--- src/rtl/bf_result_streamer.sv ---
// rtl/bf_result_streamer.sv - streams Bellman-Ford output distances with checksum and unreachable count
module bf_result_streamer #(
  parameter int                 ADDR_W    = 13,
  parameter int                 DATA_W    = 16,
  parameter logic [ADDR_W-1:0]  BASE_ADDR = '0,
  parameter logic [DATA_W-1:0]  INF       = '1
) (
  input  logic              i_clk,
  input  logic              i_rst_n,
  input  logic              i_done,
  input  logic              i_neg_cycle,
  input  logic [ADDR_W-1:0] i_node_count,
  output logic [ADDR_W-1:0] o_omar,
  input  logic [DATA_W-1:0] i_omdr,
  output logic              o_out_valid,
  input  logic              i_out_ready,
  output logic [DATA_W-1:0] o_out_data,
  output logic [ADDR_W-1:0] o_out_index,
  output logic              o_out_last,
  output logic [23:0]       o_sum,
  output logic [ADDR_W-1:0] o_inf_count,
  output logic              o_busy,
  output logic              o_finished
);

  typedef enum logic [2:0] {
    IDLE  = 3'd0,
    FETCH = 3'd1,
    HOLD  = 3'd2,
    NEG   = 3'd3,
    FIN   = 3'd4
  } state_t;

  localparam logic [DATA_W-1:0] MARKER = {1'b1, {(DATA_W-1){1'b0}}};

  state_t            r_state;
  logic [ADDR_W-1:0] r_idx;
  logic [ADDR_W-1:0] r_count;
  logic [DATA_W-1:0] r_data;
  logic [ADDR_W-1:0] r_index;
  logic              r_valid;
  logic              r_last;
  logic [23:0]       r_sum;
  logic [ADDR_W-1:0] r_inf;
  logic              r_busy;
  logic              r_finished;
  logic [ADDR_W-1:0] w_omar;
  logic [ADDR_W-1:0] w_idx_p1;
  logic [ADDR_W-1:0] w_idx_p2;

  assign w_idx_p1 = r_idx + ADDR_W'(1);
  assign w_idx_p2 = r_idx + ADDR_W'(2);

  // In HOLD the address already points one word ahead so OMDR is ready at handshake.
  always_comb begin
    w_omar = BASE_ADDR;
    if (r_state == HOLD) w_omar = BASE_ADDR + w_idx_p1;
  end

  always_ff @(posedge i_clk or negedge i_rst_n) begin
    if (!i_rst_n) begin
      r_state    <= IDLE;
      r_idx      <= '0;
      r_count    <= '0;
      r_data     <= '0;
      r_index    <= '0;
      r_valid    <= 1'b0;
      r_last     <= 1'b0;
      r_sum      <= '0;
      r_inf      <= '0;
      r_busy     <= 1'b0;
      r_finished <= 1'b0;
    end else begin
      case (r_state)
        IDLE: begin
          r_valid <= 1'b0;
          if (i_done) begin
            r_count <= i_node_count;
            r_sum   <= '0;
            r_inf   <= '0;
            if (i_neg_cycle) begin
              r_state <= NEG;
              r_valid <= 1'b1;
              r_data  <= MARKER;
              r_index <= '1;
              r_last  <= 1'b1;
              r_busy  <= 1'b1;
            end else if (i_node_count == '0) begin
              r_state    <= FIN;
              r_finished <= 1'b1;
            end else begin
              r_state <= FETCH;
              r_busy  <= 1'b1;
            end
          end
        end
        FETCH: begin
          r_idx   <= '0;
          r_data  <= i_omdr;
          r_index <= '0;
          r_valid <= 1'b1;
          r_last  <= (r_count == ADDR_W'(1));
          r_state <= HOLD;
        end
        HOLD: begin
          if (r_valid && i_out_ready) begin
            if (r_data == INF) r_inf <= r_inf + ADDR_W'(1);
            else               r_sum <= r_sum + 24'(r_data);
            if (r_last) begin
              r_valid    <= 1'b0;
              r_last     <= 1'b0;
              r_busy     <= 1'b0;
              r_finished <= 1'b1;
              r_state    <= FIN;
            end else begin
              r_idx   <= w_idx_p1;
              r_data  <= i_omdr;
              r_index <= w_idx_p1;
              r_last  <= (w_idx_p2 == r_count);
            end
          end
        end
        NEG: begin
          if (i_out_ready) begin
            r_valid    <= 1'b0;
            r_last     <= 1'b0;
            r_busy     <= 1'b0;
            r_finished <= 1'b1;
            r_state    <= FIN;
          end
        end
        FIN: begin
          if (!i_done) begin
            r_finished <= 1'b0;
            r_state    <= IDLE;
          end
        end
        default: r_state <= IDLE;
      endcase
    end
  end

  assign o_omar      = w_omar;
  assign o_out_valid = r_valid;
  assign o_out_data  = r_data;
  assign o_out_index = r_index;
  assign o_out_last  = r_last;
  assign o_sum       = r_sum;
  assign o_inf_count = r_inf;
  assign o_busy      = r_busy;
  assign o_finished  = r_finished;

endmodule

--- config.mk ---
export PLATFORM = sky130hd
export DESIGN_NAME = bf_result_streamer
export DESIGN_NICKNAME = d
export VERILOG_FILES = /design/src/rtl/bf_result_streamer.sv
export SDC_FILE = /design/constraint.sdc
export NUM_CORES = 1
export LEC_CHECK = 0
export CORE_UTILIZATION = 31
export DETAILED_ROUTE_END_ITERATION = 8
export DONT_BUFFER_PORTS = 1
export GPL_TIMING_DRIVEN = 0
export PLACE_DENSITY = 0.55
export SLEW_MARGIN = 20
export SYNTH_ARGS = -nofsm -noshare
export SYNTH_HDL_FRONTEND = slang
export SYNTH_SLANG_ARGS = --single-unit
--- constraint.sdc ---
create_clock -name i_clk -period 2.23 [get_ports i_clk]
set_clock_uncertainty 0.1 [all_clocks]
set_input_delay 0.669 -clock i_clk [delete_from_list [all_inputs] [get_ports i_clk]]
set_output_delay 0.669 -clock i_clk [all_outputs]
set_load 0.01 [all_outputs]
=== After elaboration in Yosys (flattened, before gate mapping) ===
Cells that the tools add are included.

* Add/sub/neg operators: 4
* Equal/unequal tests: 19
* Mux-type cells: 51
* Reduce and logical (&&, ||, !) cells: 19

{| class="wikitable"
|+ Operators by type and width
! kind !! number
|-
| $mux 13 || 8
|-
| $mux 24 || 3
|-
| $mux 16 || 4
|-
| $pmux 13 s2 || 2
|-
| $pmux 16 s3 || 1
|-
| $pmux 24 s2 || 1
|-
| $pmux 13 s3 || 1
|-
| $add 13x1->13 const B || 2
|-
| $add 24x16->24 || 1
|-
| $mux 3 || 7
|-
| $mux 1 || 19
|-
| $ne 2x2->1 const B || 9
|-
| $eq 16x16->1 const B || 1
|-
| $pmux 3 s5 || 1
|-
| $reduce_and 5->1 || 3
|-
| $add 13x2->13 const B || 1
|-
| $eq 13x1->1 const B || 1
|-
| $eq 13x13->1 || 1
|-
| $logic_not 13->1 || 1
|-
| $pmux 1 s4 || 3
|-
| $reduce_and 4->1 || 3
|-
| $reduce_and 8->1 || 1
|-
| $reduce_bool 4->1 || 2
|-
| $eq 3x2->1 const B || 2
|-
| other kinds (12) || 15
|}

* Bits in registers: 99
* Input bits: 34
* Output and inout port bits: 83

=== Logic depth before layout (Yosys ltp) ===
Gate-level depths: netlist of run 1.

* Depth after elaboration: 5
* Depth in mapped cells: 9
* Gate-level depth less buffers: 9

=== Worst setup path after synthesis of run 1 ===
Ideal clock, no wire load.

* Path kind: reg-to-reg
* From: register r_data[0], in the netlist o_out_data[0]
* To: register r_sum[20], in the netlist o_sum[20]
* Arrival time: 2371 ps
* Required time: 2051 ps
* Path slack: -321 ps
* Stages on the path, launching flop included: 10
* Clock period less this slack: 2551 ps
* Cells stage by stage: dfrtp_1 ha_1 inv_1 fa_1 nor2b_1 o211ai_1 a21oi_1 o2111ai_1 a2111oi_0 mux2i_1

* Word-level cells in the longest chain between the ends: 4
* Elaborated cells on any way between the ends: 7
* Those cells by class: add/sub (1); eq/ne (2); mux (3); reduce/logical (1)

{| class="wikitable"
|+ RTL lines
! what !! line !! source
|-
| from (decl) || 39 || <nowiki>logic [DATA_W-1:0] r_data;</nowiki>
|-
| from (signal assigned) || 99 || <nowiki>r_data <= i_omdr;</nowiki>
|-
| from (signal assigned) || 117 || <nowiki>r_data <= i_omdr;</nowiki>
|-
| $add 24x16->24 || 108 || <nowiki>else r_sum <= r_sum + 24'(r_data);</nowiki>
|-
| $mux 24 || 107 || <nowiki>if (r_data == INF) r_inf <= r_inf + ADDR_W'(1);</nowiki>
|-
| $mux 24 || 106 || <nowiki>if (r_valid && i_out_ready) begin</nowiki>
|-
| $pmux 24 s2 || 74 || <nowiki>case (r_state)</nowiki>
|-
| to (signal assigned) || 108 ||
|-
| to (decl) || 43 || <nowiki>logic [23:0] r_sum;</nowiki>
|}

Parallel ways exist; a longest one is shown, timed or not. The select of a mux whose other input is x is not followed.
A chain may end at the register's enable or synchronous reset.

=== Final worst setup path of run 1 ===
* From: register r_data[0], in the netlist o_out_data[0]
* To: register r_sum[14], in the netlist o_sum[14]

The elaborated chain is that of the path after synthesis.

==> results of run 1 <==
[timing repair]
action | in CTS | in global routing
buffers inserted | 31 | 22
pin swaps | 47 | 34
endpoints found under the hold margin | 99 | 99
setup endpoints to repair | 96 | 89
resized for setup | 168 | 50
[power by group]
group	leakage [nW]	switching (mW)	internal, mW
clock	0.161	0.756	1.03
sequential	1.24	1.01	2.42
combinational	1.72	2.55	2.18
total	3.13	4.31	5.63
[worst paths after layout]
| check | slack [ns] | to | from |
|---|---|---|---|
| worst min-delay path | -0.09 | o_out_index[2] | i_rst_n |
| worst max-delay path | -0.34 | o_sum[14] | o_out_data[0] |
| worst min register to register | 0.42 | r_count[4] | r_count[4] |
| min in group i_clk | 0.32 | r_count[2] | i_node_count[2] |
| worst max register to register | -0.34 | o_sum[14] | o_out_data[0] |
| max in group asynchronous | 1.97 | o_sum[23] | i_rst_n |
[sequential cells by signal (all words and copies together) (netlist names), 3 cells and up]
name	cells
o_inf_count	13
r_idx	13
r_count	13
r_state	3
o_out_data	16
o_out_index	13
o_sum	24
[layer usage]
metal  global-route usage, %  vias to the layer above  routed length (um)
met5                       0                        -                   0
met4                   7.692                        0                 474
met3                   4.746                       33                1087
met2                   33.58                      145                9084
met1                   23.14                     2609                7312
li1                        -                     2402                   -
[metrics by stage]
stage	hold WS (ns)	util, %
after floorplan	0.2734	-
after global placement	0.2772	33.47
after detailed placement	0.2772	33.47
after CTS	-0.1104	40.37
after global routing	-0.1159	42.08
final	-0.09279	42.08
[cells in the final DEF, fill, tap and decap left out, drive strengths merged, types with 4 or more instances in the layout]
master	instances
a21o	6
a21oi	32
a22o	14
a31oi	4
and2	6
and3	6
buf	60
clkbuf	29
dfrtp	99
ha	19
inv	16
mux2i	4
nand2	119
nand2b	6
nand3	26
nand4	9
nor2	47
nor2b	6
nor3	6
nor4	13
nor4b	4
o211ai	9
o21ai	33
o22a	13
o31ai	6
or3	10
xnor2	25
xor2	16
[cells by family (layout without fill, tap and decap cells)]
| group | count (synthesis) | after routing | share of synthesized area [%] |
|---|---|---|---|
| muxes | 6 | 6 | 1.099 |
| and+or+nand+nor | 272 | 272 | 22.75 |
| AOI/OAI and AO/OA | 149 | 149 | 18.04 |
| buffers and inverters | 50 | 110 | 3.758 |
| xor gates and xnor gates | 41 | 41 | 6.308 |
| DFF | 99 | 99 | 43.52 |
| adders and majority gates | 20 | 20 | 4.528 |
[cell type report]
cell class | count | area share, %
sequential | 99 | 33.12
tap | 229 | 3.790
inverter | 15 | 0.8275
buffer | 26 | 3.128
timing repair buffer | 53 | 5.611
clock buffer | 10 | 3.161
multi-input combinational | 488 | 49.09
clock inverter | 6 | 1.274
[worst reg2reg max path: cells and delay by family, from the launching register on]
| family | cells | cell delay, ns |
|---|---|---|
| adders and majority gates | 2 | 0.51 |
| buffers and inverters | 2 | 0.20 |
| and+or+nand+nor | 2 | 0.21 |
| DFF | 1 | 0.46 |
| AOI/OAI and AO/OA | 4 | 0.97 |
==> flow_summary.ini, run 1 <==
[outcome]
status = finished with violations
violations = hold timing, setup timing

[clock_tree]
clk_path_buf_depth = 2
root_buffer = clkbuf_16
cts_tree = yes
clk_pin_slew_worst_paths_ns = 0.07
worstSkewPairLatency_ns = 0.36
cts_inserted_buffers = 9
htree_levels = 3
cts.sinks = 99

[floorplanning]
rows = 49
ios = 117
die_area_um2 = 18910
core_um2 = 17960
die_h_um = 137.5
initial_core_util_pct = 31.69
die_w_um = 137.5

[grt]
grt_max_degree = 100
grt_overflow = 0
grt_usage_pct = 19.48
antenna_found_initial = 0
grt_pass1_wl_um = 27920
grt_pass1_vias = 5191

[routing]
first_pass_iters = 5
drt-total-wl_um = 17960
routedWlPerCell_um = 19.39
ant_nets = 0
dr_total_vias = 5189
dr.first_iter.drc_count = 277
drcViolationCount = 0
vias_per_cell = 5.604

[sta]
setup_tns_ns = -5.125
rsz0062_at_grt = yes
final.period_utilization_pct = 115.1
whs_ns = -0.09279
hold_viol_final = 99
finalSetupViolations = 32
slew_headroom_pct = 67.31
maxSlewViolCount = 0
max_slew.worst_pin.slew_ns = 0.4835
max_freq_mhz = 389.6
worst_slack_ns = -0.3367
finalWorstPathRequiredPeriod_ns = 2.567

[synth]
synth_area_leaders = dfrtp_1 44%, nand2_1 7.8%, ha_1 4.2%
netlist.area_leader.share_pct = 43.52
synthFlopType = dfrtp_1
avgSynthCellArea_um2 = 8.937
synth_nets = 691
synth_cells = 637
yosysSeqAreaShare_pct = 43.52
ys_warn_count = 0
ys_seq_elements = 99
yosysTopAreaCell = dfrtp_1
netlist_area_um2 = 5693
synth_edf_count = 0
synthArstFlopShare_pct = 100.0
synth.most_common_cell = nand2_1
synthDistinctLibCells = 63
synth_commonest_cells = 119 x nand2_1, 99 x dfrtp_1, 47 x nor2_1, 33 x o21ai_0, 32 x a21oi_1

[power]
p_leak_nw = 3.128
powerDensity_nw_per_um2 = 1315
p_total_mw = 9.944
ir_worst_vdd_mv = 0.5252

[critical_path]
critical_path_class = reg2reg
critical_path.top_delay_family = compound AO/OA/AOI/OAI gates
worst_path_max_delay_cell = dfrtp_2
cp.depth = 10
slowest_delay_ns = 0.46
worstPathArrival_ns = 2.71
cp-start-kind = flip-flop
r2r_cells = 10
critPathRequiredTime_ns = 2.37
path_cells = ha_4 > inv_2 > fa_2 > nor2b_2 > o211ai_1 > a21oi_2 > buf_4 > nor2_1 > o2111a_1 > a221o_1
crit_path_end_kind = flip-flop
crit_fanout = 4
path_buf_inv = 2

[cells_and_area]
multi_input_area_um2 = 3711
num_antenna_cells = 0
layout.nets = 746
finalNonFillerCells = 926
final_cell_area_um2 = 7560
syn2layout_area_growth_pct = 32.79
seqCellArea_um2 = 2504
drive_gt1_share_pct = 30.27
nFillCells = 1711

[run]
maxCapViolations = 0

[hold_path]
hp-class = in2async

[place]
place_ws_ns = -0.6534
post_dp_cell_area_um2 = 6012
place_inst = 866
portBuffers = 0
hpwlAfterDp_um = 12630
gp_congestion = 0.8719
Power figures use the tool's default switching activity.
==> run 2, diff against run 1 <==
--- a/config.mk
+++ b/config.mk
@@ -5,11 +5,13 @@
 export SDC_FILE = /design/constraint.sdc
 export NUM_CORES = 1
 export LEC_CHECK = 0
+export CELL_PAD_IN_SITES_DETAIL_PLACEMENT = 0
+export CELL_PAD_IN_SITES_GLOBAL_PLACEMENT = 1
 export CORE_UTILIZATION = 31
 export DETAILED_ROUTE_END_ITERATION = 8
 export DONT_BUFFER_PORTS = 1
 export GPL_TIMING_DRIVEN = 0
-export PLACE_DENSITY = 0.55
+export PLACE_DENSITY = 0.67
 export SLEW_MARGIN = 20
 export SYNTH_ARGS = -nofsm -noshare
 export SYNTH_HDL_FRONTEND = slang
==> run 2 against run 1 <==
  * The run still ends with hold timing, setup timing left
  * Hold slack gained 0.0021 ns
  * Count of clock-buffer cells in the layout stayed put
  * Flip-flop and latch count unchanged
  * Largest cell class unchanged
  * Largest power group unchanged
==> flow_summary.ini, run 2 (synthesized netlist as in run 1, its figures left out) <==
[floorplanning]
die_area_um2 = 18910
core_um2 = 17960
ios = 117
rows = 49
initial_core_util_pct = 31.69
die_w_um = 137.5
die_h_um = 137.5

[grt]
grt_pass1_wl_um = 28350
grt_overflow = 0
met2_usage_pct = 33.00
grt_max_degree = 100
gr-max-usage-layer = met2
grt.met1_usage_pct = 24.20
met3_usage_pct = 5.776
grt_pass1_vias = 5216
grt_usage_pct = 19.57
antenna_found_initial = 0

[routing]
vias_per_cell = 5.549
dr.first_iter.drc_count = 244
drt-total-wl_um = 18220
routedWlPerCell_um = 19.55
drcViolationCount = 0
ant_nets = 0
first_pass_iters = 7
dr_total_vias = 5172

[clock_tree]
cts.sinks = 99
worstSkewPairLatency_ns = 0.36
root_buffer = clkbuf_16
cts_inserted_buffers = 9
htree_levels = 3
clk_pin_slew_worst_paths_ns = 0.07
clk_path_buf_depth = 2
cts_tree = yes

[critical_path]
worstPathArrival_ns = 2.76
cp-start-kind = flip-flop
crit_fanout = 4
crit_path_end_kind = flip-flop
critPathRequiredTime_ns = 2.42
critical_path_class = reg2reg

[sta]
max_slew.worst_pin.slew_ns = 0.5585
slew_headroom_pct = 62.42
finalSetupViolations = 30
final.period_utilization_pct = 115.3
max_freq_mhz = 389.0
maxSlewViolCount = 0
worst_slack_ns = -0.3409
rsz0062_at_grt = yes
hold_viol_final = 99
whs_ns = -0.09066
finalWorstPathRequiredPeriod_ns = 2.571

[outcome]
violations = hold timing, setup timing
status = finished with violations

[run]
maxCapViolations = 0

[power]
ir_worst_vdd_mv = 0.6046
pwr-share-seq_pct = 34.0
p_switching_mw = 4.298
intPower_mw = 5.742
p_leak_nw = 3.157
swShare_pct = 42.81
powerDensity_nw_per_um2 = 1313
pwr-share-clk_pct = 17.4
comb_power_share_pct = 48.5

[cells_and_area]
syn2layout_area_growth_pct = 34.29
num_antenna_cells = 0
drive_gt1_share_pct = 31.15
final_common_cell = nand2_1
largest_reg_flops = 24
multi_input_area_um2 = 3706
final_cell_area_um2 = 7645
layout.nets = 752
finalNonFillerCells = 932
seqCellArea_um2 = 2507
final_cell_mix = 115 x nand2_1, 75 x dfrtp_1, 48 x buf_4
nFillCells = 1733

[hold_path]
hp-class = in2async

[place]
place_inst = 866
gp_congestion = 0.8218
post_dp_cell_area_um2 = 6012
hpwlAfterDp_um = 12330
portBuffers = 0
-- run 2: changes by cell type in the layout (fill, tap and decap cells not counted), moves of 3 or more --
cell	previous run	this run
buf_6	6	10
clkbuf_2	11	8
clkbuf_4	2	6
dfrtp_1	78	75
dfrtp_2	21	24
o21ai_0	22	25
o21ai_1	10	7
-- run 2: layout make-up --
| class | count | share of cell area, % |
|---|---|---|
| Timing Repair Buffer | 56 | 6.268 |
| Sequential cell | 99 | 32.80 |
| Tap cell | 229 | 3.748 |
| Multi-Input combinational cell | 488 | 48.48 |
| Clock inverter | 6 | 1.146 |
| Inverter | 15 | 0.7856 |
| Buffer | 29 | 3.650 |
| Clock buffer | 10 | 3.126 |
-- run 2: path summary, 6_finish.rpt --
path | slack, ns | start | cells after the start | endpoint
worst min-delay path | -0.09 | i_rst_n | 0 | o_out_index[0]
worst max-delay path | -0.34 | o_out_data[0] | 9 | o_sum[22]
max in group asynchronous | 1.96 | i_rst_n | 0 | o_sum[14]
worst max register to register | -0.34 | o_out_data[0] | 9 | o_sum[22]
min in group i_clk | 0.31 | i_node_count[0] | 2 | r_count[0]
worst min register to register | 0.43 | r_count[0] | 2 | r_count[0]
-- run 2: timing repair --
action,in CTS,in global routing
setup endpoints to repair,92,92
resized for setup,147,72
setup buffers,38,17
hold endpoints to repair,99,99
pin swaps,50,33
gates cloned,1,0
-- run 2: layer usage --
| layer | share of wire, % | wire, um | vias up |
|---|---|---|---|
| li1 | - | - | 2401 |
| met1 | 42 | 7582 | 2616 |
| met2 | 51 | 9247 | 135 |
| met3 | 6.2 | 1126 | 20 |
| met4 | 1.5 | 267 | 0 |
| met5 | 0 | 0 | - |
-- run 2: critical path, stage by stage (launching register included) --
cell,delay (ns)
dfrtp_2,0.46
ha_4,0.16
inv_2,0.03
fa_2,0.36
nor2b_4,0.12
o211ai_1,0.15
a21oi_2,0.25
o2111ai_2,0.20
or4_1,0.58
nand3_1,0.09
-- run 2: power groups by stage --
stage / Combinational, mW / Clock [mW] / Sequential [mW]
global route: 5.33 / 1.87 / 3.52
detailed placement: 3.31 / 0 / 3.35
global placement: 3.22 / 0 / 3.34
CTS: 4.26 / 1.79 / 3.38
floorplan: 2.58 / 0 / 3.09
finish: 4.87 / 1.75 / 3.42
-- run 2: metrics by stage --
step           TNS (ns)  setup WS, ns  hold WS [ns]  total power [mW]  utilization, %
6_report         -5.654       -0.3409      -0.09066             10.04           42.56
4_1_cts          -8.635       -0.3008       -0.1156             9.429           40.22
2_1_floorplan   -0.2318       -0.1246        0.2734             5.672               -
3_5_place_dp     -30.00       -0.6412        0.2772             6.661           33.47
5_1_grt          -8.402       -0.4153       -0.1162             10.73           42.56
3_3_place_gp     -28.55       -0.6811        0.2777             6.562           33.47
